**src/rtl/dtg.sv**
```systemverilog
// Display timing generator: free-running row/column counters with registered sync/blank decode.
// Build option DTG_SYNC_DELAY_EN delays horiz_sync, vert_sync and video_on by one extra clock.
module dtg #(
    parameter int H_ACTIVE = 640,
    parameter int H_FP     = 16,
    parameter int H_SYNC   = 96,
    parameter int H_BP     = 48,
    parameter int V_ACTIVE = 480,
    parameter int V_FP     = 10,
    parameter int V_SYNC   = 2,
    parameter int V_BP     = 33
) (
    input  logic       clock,
    input  logic       rst,
    output logic       horiz_sync,
    output logic       vert_sync,
    output logic       video_on,
    output logic [9:0] pixel_row,
    output logic [9:0] pixel_column,
    output logic       frame_tick
);
    localparam logic [9:0] H_TOTAL   = 10'(H_ACTIVE + H_FP + H_SYNC + H_BP);
    localparam logic [9:0] V_TOTAL   = 10'(V_ACTIVE + V_FP + V_SYNC + V_BP);
    localparam logic [9:0] H_ACT     = 10'(H_ACTIVE);
    localparam logic [9:0] V_ACT     = 10'(V_ACTIVE);
    localparam logic [9:0] H_SYNC_LO = 10'(H_ACTIVE + H_FP);
    localparam logic [9:0] H_SYNC_HI = 10'(H_ACTIVE + H_FP + H_SYNC);
    localparam logic [9:0] V_SYNC_LO = 10'(V_ACTIVE + V_FP);
    localparam logic [9:0] V_SYNC_HI = 10'(V_ACTIVE + V_FP + V_SYNC);

    typedef struct packed {
        logic hs;
        logic vs;
        logic von;
    } sync_t;

    localparam sync_t SYNC_RST = '{hs: 1'b1, vs: 1'b1, von: 1'b0};

    logic       col_wrap;
    logic [9:0] col_nxt;
    logic [9:0] row_nxt;
    logic       ft_nxt;
    sync_t      sync_nxt;
    sync_t      sync_q;

    // Decode from the next count so the registered flags line up with the counters.
    always_comb begin
        col_wrap = (pixel_column == H_TOTAL - 10'd1);
        col_nxt  = col_wrap ? 10'd0 : pixel_column + 10'd1;
        row_nxt  = pixel_row;
        if (col_wrap)
            row_nxt = (pixel_row == V_TOTAL - 10'd1) ? 10'd0 : pixel_row + 10'd1;
        sync_nxt.hs  = !((col_nxt >= H_SYNC_LO) && (col_nxt < H_SYNC_HI));
        sync_nxt.vs  = !((row_nxt >= V_SYNC_LO) && (row_nxt < V_SYNC_HI));
        sync_nxt.von = (col_nxt < H_ACT) && (row_nxt < V_ACT);
        ft_nxt       = (row_nxt == V_ACT) && (col_nxt == 10'd0);
    end

    always_ff @(posedge clock) begin
        if (rst) begin
            pixel_column <= '0;
            pixel_row    <= '0;
            sync_q       <= SYNC_RST;
            frame_tick   <= 1'b0;
        end else begin
            pixel_column <= col_nxt;
            pixel_row    <= row_nxt;
            sync_q       <= sync_nxt;
            frame_tick   <= ft_nxt;
        end
    end

`ifdef DTG_SYNC_DELAY_EN
    // Extra stage matches a one-cycle registered pixel fetch downstream.
    sync_t sync_d;

    always_ff @(posedge clock) begin
        if (rst) sync_d <= SYNC_RST;
        else     sync_d <= sync_q;
    end

    assign horiz_sync = sync_d.hs;
    assign vert_sync  = sync_d.vs;
    assign video_on   = sync_d.von;
`else
    assign horiz_sync = sync_q.hs;
    assign vert_sync  = sync_q.vs;
    assign video_on   = sync_q.von;
`endif

endmodule

```
**config.mk**
```make
export PLATFORM = sky130hd
export DESIGN_NAME = dtg
export DESIGN_NICKNAME = d
export VERILOG_FILES = /design/src/rtl/dtg.sv
export SDC_FILE = /design/constraint.sdc
export NUM_CORES = 1
export LEC_CHECK = 0
export CAP_MARGIN = 10
export CORE_ASPECT_RATIO = 1.2
export CORE_UTILIZATION = 25
export DETAILED_ROUTE_END_ITERATION = 8
export SYNTH_ARGS = -nofsm -noshare
export SYNTH_HDL_FRONTEND = slang
export SYNTH_SLANG_ARGS = --single-unit
```
**constraint.sdc**
```tcl
create_clock -name clock -period 4.95 [get_ports clock]
set_input_delay 0.99 -clock clock [delete_from_list [all_inputs] [get_ports clock]]
set_output_delay 0.99 -clock clock [all_outputs]
set_load 0.05 [all_outputs]
```
* After elaboration in Yosys (flattened, before gate mapping)
Cells that the tools add are included.
** Cells by class
- Reductions and logical operators :: 7
- Order comparisons :: 6
- $add $sub $neg :: 2
- Equal/unequal tests :: 3
- Multiplexer cells :: 3
** Operator list (number)
- 2-to-1 mux 10 bit :: 3
- adder 10 x 1 -> 10 bit, second input constant :: 2
- == test 10 bit, second input constant :: 2
- less-than comparator 10 bit, second input constant :: 2
- less-than comparator 10 x 9 -> 1 bit, second input constant :: 2
- == test 10 x 9 -> 1 bit, second input constant :: 1
- greater-or-equal comparator 10 bit, second input constant :: 1
- greater-or-equal comparator 10 x 9 -> 1 bit, second input constant :: 1
- zero test 10 bit :: 1
- logical AND 1 bit :: 4
- zero test 1 bit :: 2
** Storage, ports and cells
- Bits in registers :: 24
- Output and inout bits :: 24
- Input bits :: 2

* Logic depth before layout (Yosys ltp)
Gate-level depths: netlist (run 1).
- Word-level depth :: 6
- Depth in mapped cells :: 8
- Mapped depth without buffers :: 8

* Least setup slack after synthesis (run 1)
OpenSTA, ideal clock, no wires.
- Kind :: register to register
- Start point :: reg pixel_column[0]
- End point :: reg sync_q, in the netlist vert_sync
- Period minus slack after synthesis :: 2525 ps
- Cell stages (with the launch flop) :: 8
- Library setup time :: 114 ps
- Slack :: 2425 ps
- Arrival :: 2411 ps
- Path through :: dfxtp_1 > ha_1 > and4_4 > nand4_4 > or4_4 > a22oi_2 > nand4_1 > a21o_1
** On the way
- Word-level cells in the longest chain between the ends :: 5
- Elaborated cells between the ends (all ways) :: 6
** RTL lines
- from (decl) :: line 19 : output logic [9:0] pixel_column,
- from (signal assigned) :: line 66 : pixel_column <= col_nxt;
- == test 10 bit (*) :: line 48 : col_wrap = (pixel_column == H_TOTAL - 10'd1);
- 2-to-1 mux 10 bit (*) :: line 51 : if (col_wrap)
- greater-or-equal comparator 10 x 9 -> 1 bit / less-than comparator 10 x 9 -> 1 bit (equally long branches) :: line 54 : sync_nxt.vs = !((row_nxt >= V_SYNC_LO) && (row_nxt < V_SYNC_HI));
- logical AND 1 bit (*) :: line 54
- zero test 1 bit (*) :: line 54
- to (signal assigned) :: line 68 : sync_q <= sync_nxt;
- to (decl) :: line 44 : sync_t sync_q;
Every way passes the cells marked *; elsewhere a longest branch is shown, timed or not.
A chain may end at the register's enable or synchronous reset.

* Final worst setup path (run 1)
- Start point :: reg pixel_column[5]
- End point :: out pixel_column[5]
No word-level cell between the ends.

==> results of run 1 <==
==> sequential cells by signal, indices dropped and copies added (netlist names) <==
register and flops:
pixel_row 10, frame_tick 1, pixel_column 10, video_on 1
vert_sync 1, horiz_sync 1
==> layout make-up <==
cell class                      count  share of cell area (%)
Clock buffer                        4                   3.127
Inverter                            5                   1.066
Sequential cell                    24                   27.29
Multi-Input combinational cell    132                   49.89
Timing Repair Buffer               25                   14.21
Tap cell                           62                   4.407
==> path summary, 6_finish.rpt <==
check | startpoint | to | slack, ns | cells after the start
setup / recovery | pixel_column[5] | pixel_column[5] | 2.19 | 1
hold / removal | pixel_column[0] | pixel_column[0] | 0.56 | 1
setup reg to reg | pixel_column[0] | vert_sync | 2.49 | 7
hold reg to reg | pixel_column[0] | pixel_column[0] | 0.56 | 1
==> power groups by stage <==
stage          Combinational [mW]  Clock (mW)  Sequential (mW)
5_1_grt                    0.0243       0.148            0.199
3_3_place_gp               0.0226           0            0.203
6_report                   0.0224       0.134            0.199
4_1_cts                    0.0228       0.143            0.199
2_1_floorplan             0.00664           0            0.211
3_5_place_dp               0.0226           0            0.203
==> metrics by stage <==
step	util, %	std cells	power [mW]	hold WS [ns]
4_1_cts	32.56	252	0.3642	0.5643
3_3_place_gp	31.54	248	0.2256	0.5427
3_5_place_dp	31.54	248	0.2256	0.5403
6_report	32.56	252	0.3549	0.5580
2_1_floorplan	-	173	0.2179	0.7394
5_1_grt	32.56	252	0.3713	0.6054
==> metal layers <==
metal / vias up / track usage, % / part of all wire (%)
li1: 670 / - / -
met1: 611 / 14.13 / 45
met2: 27 / 22.16 / 50
met3: 2 / 2.850 / 4.2
met4: 0 / 3.273 / 0.94
met5: - / 0 / 0
==> placed cells by master (no fill, tap or decap), types with 2 or more instances in the layout <==
master / instances
clkdlybuf4s50_1: 25
o31ai_1: 2
and4_1: 2
a22oi_1: 3
clkbuf_8: 4
nor4_1: 2
inv_1: 5
a31oi_1: 2
ha_1: 4
nand4_1: 6
o22ai_1: 2
xnor2_1: 7
nand2_1: 11
nor2b_1: 2
and3_1: 7
a21o_1: 2
nor3_1: 8
o21ai_0: 8
a21oi_1: 9
nand3_1: 10
o211ai_1: 3
xor2_1: 4
dfxtp_1: 24
nor2_1: 16
==> logic make-up after synthesis <==
| kind of cell | count (synthesis) | share of synthesized area, % |
|---|---|---|
| adders and majority gates | 4 | 3.466 |
| buffers and inverters | 17 | 5.893 |
| DFF | 24 | 33.28 |
| AOI/OAI and AO/OA | 39 | 17.94 |
| and+or+nand+nor | 78 | 32.76 |
| xor gates and xnor gates | 11 | 6.672 |
==> impl_metrics.tcl, run 1 <==
set metrics [dict create \
    finalSetupTns_ns 0 \
    synth_cell_types 48 \
    synth_edf_count 0 \
    crit_path_top_delay_cell "clkdlybuf4s50_1" \
    yosysWarnings 0 \
    grt_max_degree 22 \
    ctsLongestPathBuffers 2 \
    fin_crit_ns 2.763 \
    drc 2 \
    core_area_sq_um 5406 \
    rows 29 \
    ios 26 \
    slew_viol_final 0 \
    arrival_ns 1.77 \
    power.internal_mw 0.2741 \
    syn_inst 173 \
    yosysSeqAreaShare_pct 33.28 \
    pre_cts_ws_ns 2.290 \
    p_sw_share_pct 22.78 \
    post_dp_cell_area_sq_um 1705 \
    fp.dieH_um 85.25 \
    rsz0062_at_grt "no" \
    crit_fanout 11 \
    powerDensity_nw_per_um2 201.6 \
    fillerInstances 575 \
    p_seq_share_pct 55.9 \
    grt_use_total_pct 12.19 \
    postCtsHoldBufs 0 \
    num_vias 1310 \
    synth_ff_type "dfxtp_1" \
    violations "DRC" \
    dr.pass1.iters 6 \
    synth_top_cells_by_count "dfxtp_1 (24), nor2_1 (16), nand2_1 (11)" \
    initial_core_util_pct 26.71 \
    synth.most_common_cell "dfxtp_1" \
    fin_crit_sh_pct 55.82 \
    netSwitchingPower_mw 0.08083 \
    viasPerCell 5.198 \
    endpoint_kind "output pin" \
    relSlewSlack_pct 49.04 \
    skew_ns 0.005214 \
    cts-root-buf "clkbuf_8" \
    worst-path-buf-inv 1 \
    crit_type "reg2out" \
    hold_viol 0 \
    cp_cell_sequence "clkdlybuf4s50_1" \
    gp_congestion 0.7490 \
    synth_area_per_cell_sq_um 8.346 \
    cts_buffers 3 \
    drt_iter0_markers 93 \
    grt_pass1_wl_mm 5.899 \
    area_delta_synth_final_pct 21.92 \
    timing.fmax_mhz 361.9 \
    final_layout_size_suffix_gt1_share_pct 7.895 \
    overflow 0 \
    async_flop_share_pct 0 \
    outcome "finished, violations left" \
    finalSetupViolations 0 \
    wl_mm 3.406 \
    synthesis.area_sq_um 1444 \
    drtAntennaViolNets 0 \
    cts_tree "built" \
    clkPwrFrac_pct 37.8 \
    vdd_drop_max_uv 109.4 \
    combinationalPowerShare_pct 6.3 \
    clock_sinks 24 \
    worst_pin_slew_ns 0.7620 \
    fin_area_sq_um 1760 \
    nNetsFinal 197 \
    worstSkewPairLatency_ns 0.27 \
    antenna_found_initial 0 \
    multi_input_area_sq_um 878.3 \
    clk_pin_slew_worst_paths_ns 0.08 \
    io_buffers 25 \
    crit_family "buffers and inverters" \
    syn-num-nets 179 \
    hold_class "reg2reg" \
    max_stage_delay_ns 0.89 \
    routedWlPerCell_um 13.52 \
    yosysTopAreaCellShare_pct 33.28 \
    ys_ff_latch 24 \
    dp_hpwl_mm 2.409 \
    dieArea_sq_um 6085 \
    synth_top_cell_by_area "dfxtp_1" \
    grt_pass1_vias 1293 \
    p_leak_nw 0.5623 \
    cts_setup_buffers 0 \
    cts_resized 0 \
    maxCapViolCount 0 \
    chipWidth_um 71.38 \
    htree_levels 1 \
    start_kind "flip-flop" \
    register_area_sq_um 480.5 \
    layout_setup_ws_ns 2.187 \
    insertedDiodeCount 0 \
    worstPathRequired_ns 3.96 \
    synth.area.top_cells "dfxtp_1 (33%), xnor2_1 (4.2%), nor2_1 (4.2%), ha_1 (3.5%), nand3_1 (3.5%)" \
]
No activity file was read; power rests on OpenSTA's default activity.
==> inputs of run 2 (changes only) <==
==> constraint.sdc (replaced) <==
create_clock -name clock -period 2.45 [get_ports clock]
set_input_delay 0.49 -clock clock [delete_from_list [all_inputs] [get_ports clock]]
set_output_delay 0.49 -clock clock [all_outputs]
set_load 0.05 [all_outputs]
==> run 2 against run 1 <==
Effect of this change:
- the flow still finishes with violations (DRC)
- critical path depth up 6
- power increased by 92%
- sequential share of layout area fell by 0.82 points
- non-clock buffer count increased by 10
- clock power up 74%
- combinational power up 110%
- hold slack worse by 0.079 ns
- sequential cell count unchanged
- final cell count is 3.6% higher
- via count up 6.6%
- core utilization is 1.2 points higher
==> impl_metrics.tcl, run 2 (synthesized netlist as in run 1, its figures left out) <==
set metrics [dict create \
    skew_ns 0.009122 \
    violations "DRC" \
    hold_class "reg2reg" \
    clock_sinks 24 \
    worst_pin_slew_ns 0.5116 \
    cts_setup_buffers 0 \
    worstPathRequired_ns 2.65 \
    ctsLongestPathBuffers 2 \
    cts_tree "built" \
    routedWlPerCell_um 13.93 \
    crit_fanout 7 \
    grt_pass1_wl_mm 5.913 \
    relSlewSlack_pct 65.79 \
    dp_hpwl_mm 2.711 \
    rsz0062_at_grt "no" \
    chipWidth_um 71.38 \
    multi_input_area_sq_um 878.3 \
    cts_buffers 3 \
    drtAntennaViolNets 0 \
    antenna_found_initial 0 \
    post_dp_cell_area_sq_um 1783 \
    dr.pass1.iters 7 \
    hold_viol 0 \
    finalSetupTns_ns 0 \
    p_leak_nw 0.6082 \
    viasPerCell 5.352 \
    worstSkewPairLatency_ns 0.27 \
    slew_viol_final 0 \
    start_kind "flip-flop" \
    cts_resized 0 \
    crit_type "reg2reg" \
    area_delta_synth_final_pct 26.34 \
    powerDensity_nw_per_um2 373.9 \
    final_layout_size_suffix_gt1_share_pct 13.07 \
    outcome "finished, violations left" \
    fillerInstances 574 \
    timing.fmax_mhz 447.4 \
    num_vias 1397 \
    initial_core_util_pct 26.71 \
    nNetsFinal 207 \
    final_cell_mix "clkdlybuf4s50_1 (25), dfxtp_1 (22), nor2_1 (16)" \
    register_area_sq_um 483.0 \
    endpoint_kind "flip-flop" \
    arrival_ns 2.43 \
    rrSetupSlack_ns 0.21 \
    grt_use_total_pct 12.33 \
    rows 29 \
    postCtsHoldBufs 0 \
    fp.dieH_um 85.25 \
    ios 26 \
    fin_area_sq_um 1824 \
    overflow 0 \
    fin_crit_sh_pct 91.23 \
    core_area_sq_um 5406 \
    insertedDiodeCount 0 \
    grt_max_degree 21 \
    maxCapViolCount 0 \
    wl_mm 3.636 \
    grt_pass1_vias 1268 \
    cts-root-buf "clkbuf_8" \
    final_common_cell "clkdlybuf4s50_1" \
    io_buffers 25 \
    drc 2 \
    gp_congestion 0.8682 \
    finalSetupViolations 0 \
    clk_pin_slew_worst_paths_ns 0.08 \
    reg_top3 "pixel_column: 10 flops, pixel_row: 10 flops" \
    htree_levels 1 \
    vdd_drop_max_uv 178.4 \
    drt_iter0_markers 68 \
    dieArea_sq_um 6085 \
    fin_crit_ns 2.235 \
]
## run 2: cell count changes in the layout (fill, tap and decap cells not counted), sizes merged
cell    change
clkbuf      -1
buf        +10
## run 2: report_power, final
group          internal, mW  switching, mW
sequential            0.395        0.00622
clock                 0.110          0.123
combinational        0.0167         0.0309
total                 0.522          0.160
## run 2: metrics by stage
| step | hold slack, ns | worst slack [ns] | instances | total power, mW | utilization [%] |
|---|---|---|---|---|---|
| 6_report | 0.4789 | 0.2149 | 261 | 0.6820 | 33.74 |
| 5_1_grt | 0.4965 | 0.06867 | 261 | 0.7161 | 33.74 |
| 4_1_cts | 0.4820 | 0.1930 | 261 | 0.6942 | 33.74 |
| 3_5_place_dp | 0.4649 | 0.2241 | 258 | 0.4585 | 32.98 |
| 3_3_place_gp | 0.4573 | 0.2566 | 258 | 0.4590 | 32.98 |
| 2_1_floorplan | 0.6388 | 0.04561 | 173 | 0.4409 | - |
## run 2: cell type report
cell class	count	area share, %
well taps	62	4.252
multi-input cells	132	48.15
flip-flops and latches	24	26.47
repair buffers	35	17.83
inverters	5	1.029
clock buffers	3	2.263
## run 2: final timing paths
kind,startpoint,end,depth (start not counted)
min,pixel_column[0],pixel_column[0],1
max,pixel_column[0],frame_tick,7
min reg2reg,pixel_column[0],pixel_column[0],1
max reg2reg,pixel_column[0],frame_tick,7
## run 2: worst max-delay path, stage by stage, from the launching register on
cell and delay [ns]:
dfxtp_2 0.38, ha_1 0.21, and4_4 0.27, nand4_4 0.14, or4_4 0.55, a22oi_2 0.22
nand4_1 0.17, nor3_2 0.22
## run 2: metal layers
| layer | vias up | global-route usage, % | routed length (um) |
|---|---|---|---|
| li1 | 690 | - | - |
| met1 | 670 | 15.05 | 1696 |
| met2 | 28 | 20.87 | 1744 |
| met3 | 9 | 2.257 | 112 |
| met4 | 0 | 5.636 | 84 |
| met5 | - | 0 | 0 |
